==> config.mk <==
export PLATFORM = sky130hd
export DESIGN_NAME = mem_arbiter
export DESIGN_NICKNAME = d
export VERILOG_FILES = /design/src/rtl/mem_arbiter.sv
export SDC_FILE = /design/constraint.sdc
export NUM_CORES = 1
export LEC_CHECK = 0
export CELL_PAD_IN_SITES_DETAIL_PLACEMENT = 1
export CELL_PAD_IN_SITES_GLOBAL_PLACEMENT = 1
export CORE_ASPECT_RATIO = 1.4
export CORE_MARGIN = 2
export CORE_UTILIZATION = 30
export CTS_CLUSTER_DIAMETER = 40
export DETAILED_ROUTE_END_ITERATION = 16
export GPL_TIMING_DRIVEN = 0
export HOLD_SLACK_MARGIN = 0.15
export PLACE_DENSITY = 0.84
export SYNTH_ARGS = -nofsm -noshare
export SYNTH_HDL_FRONTEND = slang
export SYNTH_SLANG_ARGS = --single-unit
==> constraint.sdc <==
create_clock -name clk -period 1.9 [get_ports clk]
set_input_delay 0.19 -clock clk [delete_from_list [all_inputs] [get_ports clk]]
set_output_delay 0.19 -clock clk [all_outputs]
set_load 0.03 [all_outputs]
==> src/rtl/mem_arbiter.sv <==
// Round-robin arbiter sharing one word memory between fetch (I) and load/store (D).
// One access in flight; word-aligns, range-checks and merges partial stores by read-modify-write.
module mem_arbiter #(
    parameter int unsigned MEM_SIZE = 4096
) (
    input  logic        clk,
    input  logic        reset,
    input  logic        i_req,
    input  logic [31:0] i_addr,
    output logic        i_gnt,
    output logic        i_rvalid,
    output logic [31:0] i_rdata,
    output logic        i_err,
    input  logic        d_req,
    input  logic        d_we,
    input  logic [3:0]  d_be,
    input  logic [31:0] d_addr,
    input  logic [31:0] d_wdata,
    output logic        d_gnt,
    output logic        d_rvalid,
    output logic [31:0] d_rdata,
    output logic        d_err,
    output logic [31:0] mem_a,
    output logic        mem_we,
    output logic [31:0] mem_wd,
    input  logic [31:0] mem_rd
);

    typedef enum logic [2:0] {
        IDLE, READ, WRITE, RMW_RD, RMW_WR, ERR, RESP
    } state_t;

    state_t      state_q, state_d;
    logic        rr_q, rr_d;          // 1: D has priority on contention
    logic        own_q;               // 1: access belongs to D
    logic        err_q;
    logic [3:0]  be_q;
    logic [31:0] wdata_q;
    logic [31:0] old_q;

    logic        grant;
    logic        sel_d;
    logic [31:0] sel_addr;
    logic        sel_bad;
    logic [31:0] merged;

    // Winner selection for the IDLE cycle
    assign sel_d    = d_req && (!i_req || rr_q);
    assign grant    = (state_q == IDLE) && !reset && (i_req || d_req);
    assign sel_addr = sel_d ? d_addr : i_addr;
    assign sel_bad  = ({2'b00, sel_addr[31:2]} >= 32'(MEM_SIZE)) ||
                      (sel_d && (sel_addr[1:0] != 2'b00));

    // Next state and grants
    always_comb begin
        state_d = state_q;
        rr_d    = rr_q;
        i_gnt   = 1'b0;
        d_gnt   = 1'b0;
        case (state_q)
            IDLE: begin
                if (grant) begin
                    i_gnt = !sel_d;
                    d_gnt = sel_d;
                    rr_d  = !sel_d;
                    if (sel_bad)
                        state_d = ERR;
                    else if (sel_d && d_we) begin
                        // An empty store passes through ERR so it answers with the usual two-cycle latency
                        if (d_be == 4'b0000)
                            state_d = ERR;
                        else if (d_be == 4'b1111)
                            state_d = WRITE;
                        else
                            state_d = RMW_RD;
                    end else
                        state_d = READ;
                end
            end
            READ, WRITE, RMW_WR, ERR: state_d = RESP;
            RMW_RD:                   state_d = RMW_WR;
            RESP:                     state_d = IDLE;
            default:                  state_d = IDLE;
        endcase
    end

    // Partial-store merge: old word is in read format (byte k at [31-8k -: 8])
    always_comb begin
        merged = 32'h0;
        for (int k = 0; k < 4; k++)
            merged[8*k +: 8] = be_q[k] ? wdata_q[8*k +: 8] : old_q[8*(3-k) +: 8];
    end

    assign mem_we = !reset && ((state_q == WRITE) || (state_q == RMW_WR));

    always_comb begin
        mem_wd = 32'h0;
        if (state_q == WRITE)
            mem_wd = wdata_q;
        else if (state_q == RMW_WR)
            mem_wd = merged;
    end

    always_ff @(posedge clk) begin
        if (reset) begin
            state_q  <= IDLE;
            rr_q     <= 1'b0;
            own_q    <= 1'b0;
            err_q    <= 1'b0;
            be_q     <= 4'h0;
            wdata_q  <= 32'h0;
            old_q    <= 32'h0;
            mem_a    <= 32'h0;
            i_rdata  <= 32'h0;
            d_rdata  <= 32'h0;
            i_rvalid <= 1'b0;
            d_rvalid <= 1'b0;
            i_err    <= 1'b0;
            d_err    <= 1'b0;
        end else begin
            state_q <= state_d;
            rr_q    <= rr_d;
            if (grant) begin
                own_q   <= sel_d;
                err_q   <= sel_bad;
                be_q    <= d_be;
                wdata_q <= d_wdata;
                mem_a   <= {sel_addr[31:2], 2'b00};
            end
            if (state_q == READ) begin
                if (own_q)
                    d_rdata <= mem_rd;
                else
                    i_rdata <= mem_rd;
            end
            if (state_q == RMW_RD)
                old_q <= mem_rd;
            // Response strobes line up with the RESP state
            i_rvalid <= (state_d == RESP) && !own_q;
            d_rvalid <= (state_d == RESP) && own_q;
            i_err    <= (state_d == RESP) && !own_q && err_q;
            d_err    <= (state_d == RESP) && own_q && err_q;
        end
    end

endmodule

==> flow_summary.yaml <==
placement:
  placed_area_sq_um: 9880
  hpwl_um: 21600
  gp_congestion: 0.862
  port_buffers: 266
outcome:
  outcome: "complete, but fails checks"
  violations: "negative setup slack"
grt:
  grt_pass1_vias: 7895
  grt.overflow.total: 0
  grt_max_degree: 19
  track_usage_pct: 22.8
  antenna_found_initial: 2
  grt_pass1_wl_um: 43000
setup_path:
  critical_path.startpoint_type: "register"
  cp.arrival_ps: 1800
  crit_path_end_kind: "output port"
  r2r_slack_ps: 100
  r2r_start: "state_q[0]"
  r2r_end: "wdata_q[20]"
  reg2reg_depth: 7
  critPathMaxFanout: 8
  worstSetupPathType: "reg2out"
  cp.required_ps: 1710
drt:
  viasPerCell: 4.95
  post-route-drc-count: 0
  drt_iter0_drc: 285
  wl_um: 27600
  dr.pass1.iters: 7
  ant_nets: 0
  wl_per_cell_um: 18.3
  vias: 7465
pwr:
  power_frac_clock_pct: 31.1
  p_seq_share_pct: 38.4
  p_sw_mw: 4.01
  power.density_nw_per_um2: 1030
  ir_drop_mv: 0.709
  power_frac_comb_pct: 30.5
  p_int_mw: 7.17
  p_sw_share_pct: 35.8
  p_leak_nw: 3.88
  fin_total_pwr_mw: 11.2
synthesis:
  syn_inst: 896
  synth-seq-area-share_pct: 50.4
  synth_top_area_cell: "dfxtp_1"
  synth_top_area_share_pct: 50.4
  synth.area.top_cells: "dfxtp_1 (50%), nand2_1 (18%), a21oi_1 (9.9%)"
  synth_seq_cells: 172
  yosysWarnings: 0
  synth_cell_types: 38
  syn_avg_cell_area_sq_um: 7.62
  syn-cell-area_sq_um: 6830
clock_network:
  cts_made_buffers: 17
  cts.sinks: 172
  cts_root_buf: "clkbuf_16"
  cts_tree: "built"
  clock_path_buffers: 2
  insertion_delay_ps: 440
  cts.htree.levels: 4
  clkSlewWorstSetupHoldPaths_ps: 80
timing:
  drv_slew: 0
  fin_crit_ps: 1990
  hold_viol_final: 0
  fin_crit_sh_pct: 105
  whs_ps: 158
  slew_headroom_pct: 56.5
  fin_skew_ps: 11.1
  timing.final.ws_setup_ps: -91.4
  rsz0062_at_grt: "yes"
  max_freq_ghz: 0.502
  worst_slew_pin_slew_ps: 653
  setup_viol: 25
finish:
  drive_gt1_share_pct: 13.8
  fin_area_sq_um: 10800
  fillers: 2703
  fin_util_pct: 48.1
  final_common_cell: "nand2_1"
  nets: 1330
  layout_common_cells: "nand2_1 (328), clkdlybuf4s50_1 (230), dfxtp_1 (169), a21oi_1 (135), nor2_1 (63)"
  area_growth_pct: 58.2
die:
  die_x_um: 132
  start_util_pct: 30.4
  placement_rows: 65
  coreArea_sq_um: 22400
  die_y_um: 183
  io_pins: 272
  die_area_sq_um: 24000
job:
  max-cap-violations: 0
hold_path:
  hold_path_class: "in2reg"
  whs_path_depth: 3
  holdCritStartpoint: "reset"
  whs_endpoint: "mem_a[6]"
==> logic make-up (layout without fill, tap and decap cells) <==
| kind of cell | Yosys count | after routing | share of synthesized area (%) |
|---|---|---|---|
| other | 1 | 3 | 0.0549 |
| and+or+nand+nor | 439 | 439 | 25.6 |
| AOI/OAI and AO/OA | 213 | 213 | 19.4 |
| buffers and inverters | 71 | 380 | 4.53 |
| DFF | 172 | 172 | 50.4 |
==> cell usage after synthesis, drive strengths merged <==
cell type  number
nand2         329
o31ai           1
a211oi          1
or2             1
buf            13
a2111oi         1
clkbuf         56
a21oi         135
a311oi         30
and2            3
o31a            2
nand4           1
conb            1
nor3            8
inv             2
or3             2
or2b            1
o21a            4
and3            4
nand3           2
or4             2
a22oi          32
nor4            5
nor2           78
a21o            4
nor2b           2
nand2b          1
o21ai           2
dfxtp         172
a41o            1
==> state kept, by name (all words and copies together) (netlist names), 3 cells and up <==
| signal | cells |
|---|---|
| d_rdata | 32 |
| i_rdata | 32 |
| old_q | 32 |
| wdata_q | 32 |
| mem_a | 30 |
| be_q | 4 |
| state_q | 3 |
==> critical path, cell delays in order (launching register included) <==
cell and delay [ps]:
dfxtp_4 420, nor2b_4 260, a21o_4 200, a22oi_1 90, nor2_1 190, buf_4 200
==> routing by layer <==
metal | routed length, um | track usage [%] | vias to the layer above
met5 | 13 | 0 | -
met4 | 983 | 10.3 | 2
met3 | 1690 | 5.67 | 59
met2 | 14900 | 44.6 | 259
met1 | 10000 | 22.5 | 3549
li1 | - | - | 3596
==> power groups by stage <==
stage | logic, mW | registers [mW] | clock network [mW]
6_report | 3.41 | 4.29 | 3.48
5_1_grt | 3.67 | 4.34 | 3.69
4_1_cts | 3.35 | 4.27 | 3.54
3_5_place_dp | 3.12 | 4.32 | 0
3_3_place_gp | 3.06 | 4.30 | 0
2_1_floorplan | 1.32 | 4.69 | 0
==> stage by stage <==
step                worst slack, ps  std cells  setup TNS [ps]
global route                   -136       1508           -2860
CTS                           -93.8       1506            -429
finish                        -91.4       1508            -714
detailed placement             -888       1464          -32690
floorplan                       103        897               0
global placement               -826       1464          -28770
==> area by class of cell <==
class	count	area, sq um	share of cell area, %
inverter	2	7.51	0.0695
timing repair buffer	281	2720	25.2
multi-input combinational	654	3310	30.6
buffer	65	348	3.22
sequential	172	3450	31.9
clock inverter	14	150	1.39
clock buffer	18	439	4.06
tap	301	377	3.49
antenna	1	2.50	0.0232
==> what timing repair did <==
item | in CTS | in global routing
gates resized for setup | 277 | 51
pin swaps | 25 | 28
buffers inserted | 11 | 3
hold buffers | 1 | 0
setup endpoints to repair | 52 | 154
endpoints found under the hold margin | 4 | 0
==> how the worst max path moves through the flow <==
| stage | startpoint | endpoint | slack, ps | cells past startpoint |
|---|---|---|---|---|
| after floorplan | state_q[1] | d_gnt | 100 | 4 |
| after global placement | i_req | i_gnt | -830 | 7 |
| after detailed placement | i_req | i_gnt | -890 | 7 |
| after CTS | state_q[2] | mem_wd[24] | -90 | 5 |
| after global routing | state_q[2] | mem_wd[24] | -140 | 5 |
| final | state_q[2] | mem_wd[29] | -90 | 5 |
(Power assumes the default switching activity.)
